`src/rtl/dma_priority_arbiter_if.sv`:
```
// Bus-side signal bundle for the DMA channel arbiter.
// The master modport is the arbiter's view; slave is the CPU/peripheral/timing-engine side.
interface dma_priority_arbiter_if #(
    parameter int NUM_CH = 4
);
    localparam int CH_W = (NUM_CH > 1) ? $clog2(NUM_CH) : 1;

    logic [NUM_CH-1:0] DREQ;
    logic              HLDA;
    logic [NUM_CH-1:0] MASK;
    logic [NUM_CH-1:0] SW_REQ;
    logic              ROT_PRI;
    logic              DREQ_SENSE_LOW;
    logic              DACK_SENSE_HIGH;
    logic              XFER_DONE;
    logic              HRQ;
    logic [NUM_CH-1:0] DACK;
    logic [CH_W-1:0]   ACTIVE_CH;
    logic              GRANT_VALID;
    logic [NUM_CH-1:0] REQ_STATUS;

    modport master (
        input  DREQ, HLDA, MASK, SW_REQ, ROT_PRI, DREQ_SENSE_LOW, DACK_SENSE_HIGH, XFER_DONE,
        output HRQ, DACK, ACTIVE_CH, GRANT_VALID, REQ_STATUS
    );

    modport slave (
        output DREQ, HLDA, MASK, SW_REQ, ROT_PRI, DREQ_SENSE_LOW, DACK_SENSE_HIGH, XFER_DONE,
        input  HRQ, DACK, ACTIVE_CH, GRANT_VALID, REQ_STATUS
    );
endinterface

```
`src/rtl/dma_priority_arbiter.sv`:
```
// 8237A-style DMA channel arbiter: DREQ sync, fixed/rotating priority, HRQ/HLDA handshake, DACK.
// Optional DMA_ARB_DEMAND_MODE_EN ends a grant when the active channel withdraws its request.
module dma_priority_arbiter #(
    parameter int NUM_CH      = 4,
    parameter int SYNC_STAGES = 2
) (
    input logic                     CLK,
    input logic                     RESET_N,
    dma_priority_arbiter_if.master  bus
);
    localparam int CH_W = (NUM_CH > 1) ? $clog2(NUM_CH) : 1;
    localparam logic [CH_W:0] NUM_CH_W = (CH_W+1)'(NUM_CH);

    localparam logic [1:0] ST_IDLE    = 2'd0;
    localparam logic [1:0] ST_REQ     = 2'd1;
    localparam logic [1:0] ST_GRANT   = 2'd2;
    localparam logic [1:0] ST_RELEASE = 2'd3;

    logic [SYNC_STAGES*NUM_CH-1:0] sync_chain;
    logic [NUM_CH-1:0]             dreq_sync;
    logic [NUM_CH-1:0]             eff_req;
    logic [NUM_CH-1:0]             sw_req;
    logic [NUM_CH-1:0]             sw_clr;
    logic [NUM_CH-1:0]             dack_oh;
    logic [NUM_CH-1:0]             req_status;
    logic [1:0]                    state;
    logic                          hrq;
    logic                          grant_valid;
    logic                          any_req;
    logic                          demand_drop;
    logic [CH_W-1:0]               active_ch;
    logic [CH_W-1:0]               pri_ptr;
    logic [CH_W-1:0]               next_ptr;
    logic [CH_W-1:0]               winner;
    logic [CH_W-1:0]               search_base;
    logic [CH_W:0]                 search_idx;
    logic                          found;

    assign dreq_sync = sync_chain[SYNC_STAGES*NUM_CH-1 -: NUM_CH] ^ {NUM_CH{bus.DREQ_SENSE_LOW}};
    assign eff_req   = (dreq_sync & ~bus.MASK) | sw_req;
    assign any_req   = |eff_req;
    assign next_ptr  = (active_ch == CH_W'(NUM_CH-1)) ? '0 : active_ch + 1'b1;
    assign sw_clr    = (bus.XFER_DONE && grant_valid) ? (NUM_CH'(1) << active_ch) : '0;

`ifdef DMA_ARB_DEMAND_MODE_EN
    assign demand_drop = ~eff_req[active_ch];
`else
    assign demand_drop = 1'b0;
`endif

    // Scan channels starting at the base (0 in fixed mode), wrapping modulo NUM_CH; first hit wins.
    always_comb begin
        search_base = bus.ROT_PRI ? pri_ptr : '0;
        search_idx  = '0;
        winner      = '0;
        found       = 1'b0;
        for (int off = 0; off < NUM_CH; off++) begin
            search_idx = {1'b0, search_base} + (CH_W+1)'(off);
            if (search_idx >= NUM_CH_W) begin
                search_idx = search_idx - NUM_CH_W;
            end
            if (!found && eff_req[search_idx[CH_W-1:0]]) begin
                winner = search_idx[CH_W-1:0];
                found  = 1'b1;
            end
        end
    end

    always_ff @(posedge CLK) begin
        if (!RESET_N) begin
            sync_chain  <= '0;
            sw_req      <= '0;
            req_status  <= '0;
            state       <= ST_IDLE;
            hrq         <= 1'b0;
            grant_valid <= 1'b0;
            dack_oh     <= '0;
            active_ch   <= '0;
            pri_ptr     <= '0;
        end else begin
            sync_chain <= {sync_chain[(SYNC_STAGES-1)*NUM_CH-1:0], bus.DREQ};
            sw_req     <= (sw_req & ~sw_clr) | bus.SW_REQ;
            req_status <= eff_req;
            case (state)
                ST_IDLE: begin
                    if (any_req) begin
                        state <= ST_REQ;
                        hrq   <= 1'b1;
                    end
                end
                ST_REQ: begin
                    if (bus.HLDA) begin
                        if (any_req) begin
                            state       <= ST_GRANT;
                            active_ch   <= winner;
                            dack_oh     <= NUM_CH'(1) << winner;
                            grant_valid <= 1'b1;
                        end else begin
                            state <= ST_RELEASE;
                            hrq   <= 1'b0;
                        end
                    end
                end
                // Aborts and demand withdrawals leave the priority pointer untouched.
                ST_GRANT: begin
                    if (!bus.HLDA || bus.XFER_DONE || demand_drop) begin
                        state       <= ST_RELEASE;
                        hrq         <= 1'b0;
                        grant_valid <= 1'b0;
                        dack_oh     <= '0;
                        if (bus.HLDA && bus.XFER_DONE && bus.ROT_PRI) begin
                            pri_ptr <= next_ptr;
                        end
                    end
                end
                ST_RELEASE: begin
                    if (!bus.HLDA) begin
                        state <= ST_IDLE;
                    end
                end
                default: state <= ST_IDLE;
            endcase
        end
    end

    assign bus.HRQ         = hrq;
    assign bus.GRANT_VALID = grant_valid;
    assign bus.ACTIVE_CH   = active_ch;
    assign bus.REQ_STATUS  = req_status;
    assign bus.DACK        = bus.DACK_SENSE_HIGH ? dack_oh : ~dack_oh;
endmodule
```
`src/flat_wrapper.sv`:
```
// flat-port wrapper written by rule: the top's interface ports become plain ports
module dma_priority_arbiter_flat 
#(
    parameter int NUM_CH      = 4,
    parameter int SYNC_STAGES = 2
)
  (CLK, RESET_N, bus_DREQ, bus_HLDA, bus_MASK, bus_SW_REQ, bus_ROT_PRI, bus_DREQ_SENSE_LOW, bus_DACK_SENSE_HIGH, bus_XFER_DONE, bus_HRQ, bus_DACK, bus_ACTIVE_CH, bus_GRANT_VALID, bus_REQ_STATUS);
  dma_priority_arbiter_if #(.NUM_CH(NUM_CH)) bus_i ();
  input logic CLK;
  input logic RESET_N;
  input wire logic [$bits(bus_i.DREQ)-1:0] bus_DREQ;
  input wire logic [$bits(bus_i.HLDA)-1:0] bus_HLDA;
  input wire logic [$bits(bus_i.MASK)-1:0] bus_MASK;
  input wire logic [$bits(bus_i.SW_REQ)-1:0] bus_SW_REQ;
  input wire logic [$bits(bus_i.ROT_PRI)-1:0] bus_ROT_PRI;
  input wire logic [$bits(bus_i.DREQ_SENSE_LOW)-1:0] bus_DREQ_SENSE_LOW;
  input wire logic [$bits(bus_i.DACK_SENSE_HIGH)-1:0] bus_DACK_SENSE_HIGH;
  input wire logic [$bits(bus_i.XFER_DONE)-1:0] bus_XFER_DONE;
  output wire logic [$bits(bus_i.HRQ)-1:0] bus_HRQ;
  output wire logic [$bits(bus_i.DACK)-1:0] bus_DACK;
  output wire logic [$bits(bus_i.ACTIVE_CH)-1:0] bus_ACTIVE_CH;
  output wire logic [$bits(bus_i.GRANT_VALID)-1:0] bus_GRANT_VALID;
  output wire logic [$bits(bus_i.REQ_STATUS)-1:0] bus_REQ_STATUS;
  assign bus_i.DREQ = bus_DREQ;
  assign bus_i.HLDA = bus_HLDA;
  assign bus_i.MASK = bus_MASK;
  assign bus_i.SW_REQ = bus_SW_REQ;
  assign bus_i.ROT_PRI = bus_ROT_PRI;
  assign bus_i.DREQ_SENSE_LOW = bus_DREQ_SENSE_LOW;
  assign bus_i.DACK_SENSE_HIGH = bus_DACK_SENSE_HIGH;
  assign bus_i.XFER_DONE = bus_XFER_DONE;
  assign bus_HRQ = bus_i.HRQ;
  assign bus_DACK = bus_i.DACK;
  assign bus_ACTIVE_CH = bus_i.ACTIVE_CH;
  assign bus_GRANT_VALID = bus_i.GRANT_VALID;
  assign bus_REQ_STATUS = bus_i.REQ_STATUS;
  dma_priority_arbiter #(.NUM_CH(NUM_CH), .SYNC_STAGES(SYNC_STAGES)) u_core (.CLK(CLK), .RESET_N(RESET_N), .bus(bus_i));
endmodule
```
`config.mk`:
```
export PLATFORM = sky130hd
export DESIGN_NAME = dma_priority_arbiter_flat
export DESIGN_NICKNAME = d
export VERILOG_FILES = /design/src/rtl/dma_priority_arbiter_if.sv /design/src/rtl/dma_priority_arbiter.sv /design/src/flat_wrapper.sv
export SDC_FILE = /design/constraint.sdc
export NUM_CORES = 1
export LEC_CHECK = 0
export BUFFER_PORTS_ARGS = -buffer_cell sky130_fd_sc_hd__buf_2
export CAP_MARGIN = 20
export CORE_ASPECT_RATIO = 0.5
export CORE_MARGIN = 2
export CORE_UTILIZATION = 48
export DETAILED_ROUTE_END_ITERATION = 16
export PLACE_DENSITY = 0.77
export RECOVER_POWER = 50
export SYNTH_ARGS = -nofsm -noshare
export SYNTH_HDL_FRONTEND = slang
export SYNTH_SLANG_ARGS = --single-unit
```
`constraint.sdc`:
```
create_clock -name CLK -period 1.9 [get_ports CLK]
set_input_delay 0.38 -clock CLK [delete_from_list [all_inputs] [get_ports CLK]]
set_output_delay 0.38 -clock CLK [all_outputs]
set_load 0.1 [all_outputs]
```
==> results.md <==
Final layout:
- The net count of the finished layout is 225.
- The number of inserted diodes is 0.
- The fill cell instance count of the final layout is 234.
- The multi-input combinational cells in the finished layout cover a total of 952 um2.
- Cells fill 63.9% of the core in the end.
- The layout overhead on the synthesized area is 28.8%.
- Cells with a size suffix above 1 make up 36.2% of the layout.
- Summing all flip-flop and latch instances after layout gives 566 um2.

Clocking:
- The count of hold buffers inserted by post-cts repair is 0.
- The clock tree from TritonCTS is built.
- Clock-pin slew was measured on the worst setup and hold paths at 0.10 ns.
- The tree built by TritonCTS fans out to 28 sinks.
- No sink is reached through more buffers than the 2 on the longest clock path.
- The clock latency on the worst-skew pair is 0.27 ns.
- The tree is rooted in a clkbuf_8.
- Buffers inserted during clock tree synthesis total 3.
- In this run the number of H-tree levels came out at 1.

Synthesis:
- After synthesis, the largest family of logic cells by area is simple AND/OR/NAND/NOR gates.
- Dividing the synthesized area by the synthesized cell count gives 9.25 um2.
- Of the total synthesized cell area, the portion taken by full adders, half adders and majority gates is 7.71%.
- In this run, synthesis produced a sequential element count of 28.
- In the synthesized netlist the dominant register cell turns out to be dfxtp_1.
- The share of synthesized area in the top cell type comes to 38.4%.
- Sequential elements use 38.4% of the synthesized area.
- Counting every net in the synthesized netlist gives 186.
- dfxtp_1 takes more of the synthesized area than any other cell.
- The count of cell types in the netlist is 40.
- The simple-gate portion of the synthesized area is 22.0%.
- Yosys attributes the largest share of cell area to dfxtp_1 (38%), ha_1 (7.7%), and2_1 (5.1%), nand2_1 (3.6%), xnor2_1 (3.6%).
- Counting flops with a built-in enable in the synthesized netlist gives 0.
- The post-synthesis xor/xnor area fraction is 6.59%.
- The total of warnings raised by yosys is 0.
- Summing the areas of all compound-gate instances in the mapped netlist gives 18.0% of the synthesized area.
- Synthesis produced 158 cells.
- The mapped cell area is 1460 um2.
- Of all flip-flops after synthesis, the portion carrying an async set or reset was 0%.
- In the synthesized netlist, mux cells make up 3.51% of the area.

Timing:
- Setup repair after global routing could not meet its margin everywhere.
- In the post-route analysis, the smallest setup slack over all paths is -0.00188 ns.
- After layout, the worst path uses 100% of the clock period.
- Setup violations remaining at the end of the flow were counted as 1.
- The max-slew violation count is 0.
- The actual transition at the worst max-transition pin is 0.491 ns.
- The smallest clock period supported by the final layout is computed as 1.90 ns.
- The total count of hold-check failures in the final report came to 0.
- Derived from the worst setup path, the maximum achievable clock frequency is 526 MHz.
- The headroom to the max-slew limit is 67.5%.
- The worst clock skew is 0.00276 ns.

Route:
- Once detail routing completed, the nets flagged for antenna violations numbered 0.
- The number of remaining DRC errors is 0.
- The initial detailed-routing violation count is 48.
- The total iterations of the first detailed-routing run is 4.
- The average vias per placed instance is 5.42.
- The wire length per cell is 13.2 um.
- Wires add up to 3110 um.
- Across all layers, the routed design uses 1280 vias.

Worst hold path:
- The worst hold path belongs to the class primary input to register.

Run status:
- The final reports fail on negative setup slack.
- The flow ran to the end, but the final reports show violations.

Floorplan:
- The die width is 82.0 um.
- The floorplan die area is 3530 um2.
- The core region is 2940 um2.
- The effective utilization at floorplan is 49.7%.
- The number of placement rows is 14.
- The vertical extent of the die is 43.0 um.
- The number of ports placed on the die boundary is 31.

GRT:
- For this run the aggregate overflow at the end of global routing stands at 0.
- The pin count of the biggest net entering global routing is 17.
- The first global-routing pass estimated 4690 um of wire.
- The initial antenna violation count was 0.
- The number of global-route vias before repair is 1096.
- Global routing used 17.1% of the available tracks.

Placed design:
- The half-perimeter wire length of the detailed placement result is 2260 um.
- Before CTS, the worst setup slack after placement is -0.240 ns.
- The port buffer count is 30.
- Routability-driven placement finished with a final weighted congestion of 0.758.

Setup path:
- For the worst setup path, the data required time is 2.12 ns.
- The worst setup path is captured at a register.
- The endpoint arrival time on the critical path is 2.12 ns.
- STA classifies the critical path startpoint as a register.
- In this run the worst path has a maximum fanout of 6.
- The startpoint-to-endpoint class of the critical path is register to register.

Power:
- The worst ir drop on vdd is 497 uV.
- The power per cell area is 1180 nW/um2.
- The analysis attributes to cell leakage a power of 0.807 nW.

Run:
- Max-cap violations in this run came to 0.
kinds of logic (layout without fill, tap and decap cells):
| family | after synthesis | after routing |
|---|---|---|
| flops | 28 | 28 |
| buf+inv | 13 | 50 |
| mux | 5 | 5 |
| xor+xnor | 8 | 8 |
| simple gates | 59 | 59 |
| fa+ha+maj | 9 | 9 |
| compound gates | 36 | 37 |
what timing repair did:
item / CTS / global route
resized for setup: 0 / 20
setup buffers: 0 / 1
endpoints found under the setup margin: 0 / 7
layout make-up:
| class | count | share of cell area [%] |
|---|---|---|
| clock buffers | 3 | 2.19 |
| clock inverters | 1 | 1.60 |
| inverters | 7 | 1.40 |
| multi-input cells | 118 | 50.6 |
| flip-flops and latches | 28 | 30.1 |
| well taps | 40 | 2.66 |
| repair buffers | 39 | 11.5 |
sequential cells by signal, indices dropped and copies added, names as in the netlist:
signal / cells
u_core.bus.ACTIVE_CH: 2
u_core.bus.REQ_STATUS: 4
u_core.dack_oh: 4
u_core.pri_ptr: 2
u_core.bus.GRANT_VALID: 1
u_core.sync_chain: 8
u_core.state: 2
u_core.bus.HRQ: 1
u_core.sw_req: 4
synth_stat cells, types with 3 or more instances:
cell	n
dfxtp_1	28
nand2_1	14
and2_1	12
nor2_1	11
a21oi_1	9
ha_1	9
inv_1	7
nand3_1	7
xnor2_1	6
clkbuf_1	5
a31oi_1	4
mux2i_1	4
o21ai_1	4
nor3_1	3
o22a_1	3
o22ai_1	3
or4_1	3
power by group:
part	internal (W)	switching, W
clock	0.000282	0.000186
combinational	0.000307	0.000703
sequential	0.000667	0.0000673
total	0.00126	0.000956
cell usage in the layout (no fill, tap or decap), types with 4 or more instances in the layout:
| cell | n |
|---|---|
| nand2_1 | 12 |
| o21bai_4 | 4 |
| nand3_1 | 7 |
| buf_4 | 9 |
| nor2_1 | 11 |
| inv_1 | 7 |
| dfxtp_2 | 4 |
| a21oi_1 | 8 |
| buf_2 | 29 |
| ha_1 | 9 |
| mux2i_1 | 4 |
| a31oi_1 | 4 |
| dfxtp_1 | 24 |
| and2_1 | 11 |
| xnor2_1 | 4 |
layer usage:
layer	GRT usage (%)	vias up	routed length [um]
met2	31.1	30	1530
li1	-	634	-
met5	0	-	0
met3	5.32	2	161
met4	2.33	0	17
met1	20.2	614	1400
path summary, 6_finish.rpt:
| check | start | end | slack (ns) | cells after the start |
|---|---|---|---|---|
| setup / recovery | u_core.sync_chain[6] | u_core.dack_oh[0] | -0.002 | 8 |
| hold / removal | bus_SW_REQ[0] | u_core.sw_req[0] | 0.31 | 3 |
| setup reg to reg | u_core.sync_chain[6] | u_core.dack_oh[0] | -0.002 | 8 |
| hold reg to reg | u_core.sync_chain[2] | u_core.sync_chain[6] | 0.45 | 1 |
per-stage QoR:
step	std cells	power (W)	setup TNS [ns]	cell area (um2)	hold WS, ns
floorplan	158	0.00147	-2.37	1480	0.412
global placement	230	0.00164	-1.19	1710	0.418
detailed placement	230	0.00167	-1.48	1710	0.428
CTS	234	0.00214	0	1790	0.301
global route	236	0.00233	-0.428	1880	0.294
finish	236	0.00221	-0.00188	1880	0.306
worst max-delay path, stage by stage (launching register included):
cell and delay [ns]:
dfxtp_2 0.34, xnor2_2 0.15, o21bai_4 0.23, nor4_4 0.11
buf_4 0.16, o21ai_4 0.14, nand2_2 0.08, or4_4 0.51
o21ai_2 0.12
Note: power is estimated with default switching activity, not from simulation.
